### src/rtl/retire_watch_monitor.sv
// retire_watch_monitor: debug monitor that snoops the hart retire port.
//   It keeps shadow copies of up to NUM_WATCH architectural registers, the
//   retired-instruction count, the last retired PC and the halt status.
//   A registered, slice-selectable LED word shows any of these on a narrow LED bank.
// Optional build macro: MONITOR_TRACE_EN adds a TRACE_DEPTH-entry ring of {rd, data}.
// Ports:
//   i_clk, i_rst_n                 clock, asynchronous active-low reset
//   i_retire_valid/_halt/_rd_waddr/_rd_wdata/_pc   retire snoop
//   i_sel, i_slice, i_trace_idx    display source, LED slice, trace entry (0 = newest)
//   i_freeze, i_clear              hold captured state / synchronous clear
//   o_led                          registered LED word (previous-edge state)
//   o_halted, o_retire_count, o_trace_count   status
module retire_watch_monitor #(
  parameter int                     NUM_WATCH   = 2,
  parameter logic [5*NUM_WATCH-1:0] WATCH_REGS  = 10'h14B,
  parameter int                     LED_WIDTH   = 10,
  parameter int                     TRACE_DEPTH = 16
) (
  input  logic                 i_clk,
  input  logic                 i_rst_n,
  input  logic                 i_retire_valid,
  input  logic                 i_retire_halt,
  input  logic [4:0]           i_retire_rd_waddr,
  input  logic [31:0]          i_retire_rd_wdata,
  input  logic [31:0]          i_retire_pc,
  input  logic [3:0]           i_sel,
  input  logic [1:0]           i_slice,
  input  logic                 i_freeze,
  input  logic                 i_clear,
  input  logic [5:0]           i_trace_idx,
  output logic [LED_WIDTH-1:0] o_led,
  output logic                 o_halted,
  output logic [31:0]          o_retire_count,
  output logic [6:0]           o_trace_count
);

  localparam logic [3:0] SEL_CNT = 4'(NUM_WATCH);
  localparam logic [3:0] SEL_PC  = 4'(NUM_WATCH + 1);
  localparam logic [3:0] SEL_TRC = 4'(NUM_WATCH + 2);

  logic [31:0]          r_shadow [NUM_WATCH];
  logic [31:0]          r_count;
  logic [31:0]          r_last_pc;
  logic                 r_halted;
  logic [LED_WIDTH-1:0] r_led;

  logic                 w_cap;
  logic                 w_rd_nz;
  logic [NUM_WATCH-1:0] w_hit;
  logic [31:0]          w_trace_word;
  logic [31:0]          w_word;
  logic [127:0]         w_ext;

  // A halted core ignores further retires until clear; freeze drops them outright.
  assign w_cap   = i_retire_valid & ~r_halted & ~i_freeze;
  assign w_rd_nz = (i_retire_rd_waddr != 5'd0);

  // x0 is never shadowed, even when listed as a watch index.
  always_comb begin
    w_hit = '0;
    for (int k = 0; k < NUM_WATCH; k++) begin
      w_hit[k] = w_rd_nz && (WATCH_REGS[5*k +: 5] == i_retire_rd_waddr);
    end
  end

  always_ff @(posedge i_clk or negedge i_rst_n) begin
    if (!i_rst_n) begin
      for (int k = 0; k < NUM_WATCH; k++) r_shadow[k] <= '0;
      r_count   <= '0;
      r_last_pc <= '0;
      r_halted  <= 1'b0;
    end else if (i_clear) begin
      for (int k = 0; k < NUM_WATCH; k++) r_shadow[k] <= '0;
      r_count   <= '0;
      r_last_pc <= '0;
      r_halted  <= 1'b0;
    end else if (w_cap) begin
      for (int k = 0; k < NUM_WATCH; k++) begin
        if (w_hit[k]) r_shadow[k] <= i_retire_rd_wdata;
      end
      if (r_count != 32'hFFFF_FFFF) r_count <= r_count + 32'd1;
      r_last_pc <= i_retire_pc;
      // The halting instruction itself is captured; everything after is ignored.
      if (i_retire_halt) r_halted <= 1'b1;
    end
  end

`ifdef MONITOR_TRACE_EN
  localparam int PTR_W = $clog2(TRACE_DEPTH);

  logic [31:0]      r_trace_dat [TRACE_DEPTH];
  logic [4:0]       r_trace_rd  [TRACE_DEPTH];
  logic [PTR_W-1:0] r_wr_ptr;
  logic [6:0]       r_trace_cnt;
  logic [PTR_W-1:0] w_rd_ptr;

  always_ff @(posedge i_clk or negedge i_rst_n) begin
    if (!i_rst_n) begin
      r_wr_ptr    <= '0;
      r_trace_cnt <= '0;
    end else if (i_clear) begin
      r_wr_ptr    <= '0;
      r_trace_cnt <= '0;
    end else if (w_cap && w_rd_nz) begin
      r_wr_ptr <= r_wr_ptr + PTR_W'(1);
      if (r_trace_cnt != 7'(TRACE_DEPTH)) r_trace_cnt <= r_trace_cnt + 7'd1;
    end
  end

  // Ring contents need no reset: entries beyond the valid count are never shown.
  always_ff @(posedge i_clk) begin
    if (!i_clear && w_cap && w_rd_nz) begin
      r_trace_dat[r_wr_ptr] <= i_retire_rd_wdata;
      r_trace_rd[r_wr_ptr]  <= i_retire_rd_waddr;
    end
  end

  // Newest entry sits just below the write pointer; wrap is free in PTR_W bits.
  assign w_rd_ptr      = r_wr_ptr - PTR_W'(1) - i_trace_idx[PTR_W-1:0];
  assign w_trace_word  = ({1'b0, i_trace_idx} < r_trace_cnt) ? r_trace_dat[w_rd_ptr] : 32'd0;
  assign o_trace_count = r_trace_cnt;
`else
  logic w_unused_trace;
  assign w_unused_trace = ^{i_trace_idx, TRACE_DEPTH[0]};
  assign w_trace_word   = 32'd0;
  assign o_trace_count  = 7'd0;
`endif

  always_comb begin
    w_word = 32'd0;
    for (int k = 0; k < NUM_WATCH; k++) begin
      if (i_sel == 4'(k)) w_word = r_shadow[k];
    end
    if (i_sel == SEL_CNT) w_word = r_count;
    if (i_sel == SEL_PC)  w_word = r_last_pc;
    if (i_sel == SEL_TRC) w_word = w_trace_word;
  end

  // Zero-extended to 128 bits so slices reaching past bit 31 read as 0.
  assign w_ext = {96'd0, w_word} >> (32'(i_slice) * 32'(LED_WIDTH));

  always_ff @(posedge i_clk or negedge i_rst_n) begin
    if (!i_rst_n) r_led <= '0;
    else          r_led <= w_ext[LED_WIDTH-1:0];
  end

  assign o_led          = r_led;
  assign o_halted       = r_halted;
  assign o_retire_count = r_count;

endmodule

### config.mk
export PLATFORM = sky130hd
export DESIGN_NAME = retire_watch_monitor
export DESIGN_NICKNAME = d
export VERILOG_FILES = /design/src/rtl/retire_watch_monitor.sv
export SDC_FILE = /design/constraint.sdc
export NUM_CORES = 1
export LEC_CHECK = 0
export CORE_MARGIN = 5
export CORE_UTILIZATION = 55
export CTS_CLUSTER_DIAMETER = 60
export DETAILED_ROUTE_END_ITERATION = 10
export GPL_TIMING_DRIVEN = 0
export PLACE_DENSITY = 0.89
export SYNTH_ARGS = -nofsm -noshare
export SYNTH_HDL_FRONTEND = slang
export SYNTH_SLANG_ARGS = --single-unit
### constraint.sdc
create_clock -name i_clk -period 5.6 [get_ports i_clk]
set_input_delay 1.4 -clock i_clk [delete_from_list [all_inputs] [get_ports i_clk]]
set_output_delay 1.4 -clock i_clk [all_outputs]
set_load 0.02 [all_outputs]
==> run metrics <==
Pwr Density=roughly 260 mW/mm^2; vias per cell=~6.3; Clock Sinks=between 100 and 150; Leakage=3.65 nW; TNS Setup=0 ns; Final Slew Violations=0; Place WS=1.69 ns; I/O Buffers=120; Placed Area=0.00859 mm^2; Tot Pwr=between 2 and 2.5 mW; Die Wd=about 120 um; hold-critical path endpoint=r_last_pc[16]; DRC Markers=0; GRT Total Usage=32.3%; Worst-Margin Slew=1.04 ns; H-tree depth=4; WL/cell=21.6 um; antenna viol nets, final=0; final worst-path cycle share=between 60 and 70%; Max VDD drop=205 uV; TritonRoute pass-1 iters=7; yosys warns=0; pin count of the biggest net entering global routing=87; Switching Fraction=23.6%; clock transition at the registers of the reported paths=0.05 ns; 1st-iter DRT viols=984; final net count=993; Min-Delay Startpoint=r_last_pc[16]; total net switching power=0.552 mW; Post-Layout Cell Count=1091; WS Path Type=in2reg; Rel. slew slack=30.1%; hold_ws=0.523 ns; Register Area=0.00348 mm^2; initial antenna violation count=1; root buf cell=clkbuf_16; Longest Clk Path Bufs=2; CTS resizes=0; average size of a mapped cell=9.39 um^2; P_int=1.79 mW; area of the core=0.0127 mm^2; Period minus WS final=3.53 ns; Final Core Density=between 70% and 80%; R2R cell count=8; CTS tree=built; # IOs=137; Final Cell Area=0.00916 mm^2; R2R Setup Slk=2.96 ns; outcome=complete, no violations; Area Growth Syn to Fin=28.6%; hold-fix buffers at CTS=0; starting density of the core=56.2%; vias in the first global route=6994; CP arrival=3.88 ns; Comb pwr share=9.0%; Setup Skew=0.00586 ns; Routed WL=23.6 mm; routed vias=6926; Reg-to-Reg End=o_retire_count[7]; Cells after Synth=approximately 760; R2R Path Start=o_retire_count[1]; unrepaired setup endpoints after global routing=no; CP endpoint kind=register; first-pass GRT wire length=36.9 mm; Final WS setup=2.07 ns; Crit Path Max Fanout=10; crit path launch type=primary input; TritonCTS buffer count=17; clock share of power=46.9%; ys async rst share=100%; share of cells above drive strength 1=9.69%; Mapped Area=0.00712 mm^2; postcts setup bufs=0; min-delay worst type=reg2reg; HPWL Detailed=around 17 mm; #FFs+latches synth=139; Hold Crit Depth=2; Row Count=41; Top FF cell, synth=dfrtp_1; Die ar.=0.0153 mm^2; post-synth cell types=60; Die Y=124 um; FMAX=283 MHz; max cap viols=0; fillers=between 900 and 1k; Worst-Skew Late Latency=0.44 ns; Final Hold Viols=0; grt ovf=0; area occupied by multi-input gates=0.00335 mm^2; EDFF count, synth=0; Cells after DPL=between 1k and 1.5k; # setup viols final=0; routability cong.=0.945; sequential share of power=44.0%; Seq/Total Area, Yosys=48.8%; Critical Path RT=between 5 and 6 ns
==> power groups by stage <==
stage	clock network [mW]	registers (mW)	logic, mW
3_3_place_gp	0	1.05	0.201
2_1_floorplan	0	1.05	0.0858
3_5_place_dp	0	1.05	0.206
6_report	1.10	1.03	0.211
4_1_cts	1.09	1.03	0.208
5_1_grt	1.15	1.03	0.225
==> cells in the final DEF, fill, tap and decap left out, drive strengths merged, types with 3 or more instances in the layout <==
cell type      netlist  layout
nand4               10      10
nand3b               3       3
a21oi              123     123
nand3               10      10
o21a                 4       4
o21ai               11      11
clkdlybuf4s50        0     119
nor2b                4       4
and3                 4       4
or3                  7       7
xnor2                6       6
mux2i               14      14
buf                 26      28
conb                 1       7
a31oi                4       4
o31ai                7       7
o31a                 3       3
nor4                 6       6
clkbuf              37      62
or4                  5       5
clkinv               0       3
and4                 8       8
mux4                27      27
nor2                25      25
and2                 4       4
inv                  5       5
nand2              214     214
dfrtp              139     139
nand4b               4       4
a31o                 3       3
nor3                11      11
a2111oi              4       4
==> how the worst max path moves through the flow <==
stage / start / endpoint / slack (ns) / depth (start not counted)
floorplan: i_freeze / o_retire_count[26] / 2.61 / 5
global placement: i_rst_n / o_retire_count[25] / -2.37 / 1
detailed placement: i_clear / o_retire_count[24] / 1.69 / 8
CTS: i_clear / o_retire_count[24] / 2.14 / 8
global route: i_clear / o_retire_count[24] / 1.96 / 8
finish: i_clear / o_retire_count[30] / 2.07 / 7
==> layer usage <==
metal  vias to the layer above  track usage [%]  share of wire (%)
li1                       2976                -                  -
met1                      3343             39.5                 35
met2                       522             51.8                 48
met3                        85             11.4                 13
met4                         0             14.2                3.7
met5                         -                0                  0
==> final cells by class <==
type                       instances  area share [%]
sequential                       139            38.0
multi-input combinational        558            36.6
timing repair buffer             121            13.4
clock buffer                      25            5.19
buffer                            63            3.26
tap                              172            2.35
clock inverter                     7           0.983
inverter                           5           0.205
antenna                            1          0.0273
==> cells by family (layout without fill, tap and decap cells) <==
family          after synthesis  after routing  synth area share [%]
flops                       139            139                  48.8
xor+xnor                      7              7                 0.861
buf+inv                      68            221                  4.46
fa+ha+maj                     1              1                 0.176
simple gates                322            322                  20.4
other cells                   1              8                0.0526
mux                          43             43                  10.8
compound gates              178            178                  14.5
==> critical path: stages <==
cell and delay [ns]:
clkdlybuf4s50_1 0.49, clkbuf_1 0.45, inv_2 0.22, a211o_1 0.37, a2111o_1 0.44, or3_1 0.33, a21oi_1 0.16
==> cells in the mapped netlist (4+ instances only) <==
cell / number / area (um^2)
and3_1: 4 / 25.0
a21oi_1: 123 / 616
o21a_1: 4 / 30.0
dfrtp_1: 139 / 3480
or3_1: 7 / 43.8
a31oi_1: 4 / 25.0
clkbuf_1: 37 / 139
nor2_1: 25 / 93.8
nor2b_1: 4 / 25.0
xnor2_1: 6 / 52.6
o31ai_1: 7 / 52.6
buf_2: 14 / 70.1
mux4_2: 27 / 608
nand4_1: 9 / 56.3
nor3_1: 11 / 55.1
nand2_1: 214 / 803
mux2i_1: 14 / 140
inv_1: 4 / 15.0
nand3_1: 10 / 50.1
nor4_1: 5 / 31.3
buf_4: 8 / 60.1
nand4b_1: 4 / 35.0
or4_1: 5 / 37.5
o21ai_0: 10 / 50.1
and4_1: 8 / 70.1
==> registers in the layout, indices dropped and copies added (netlist names) <==
register,flops
r_last_pc,32
r_shadow,64
o_led,10
o_halted,1
o_retire_count,32
Power figures use the tool's default switching activity.
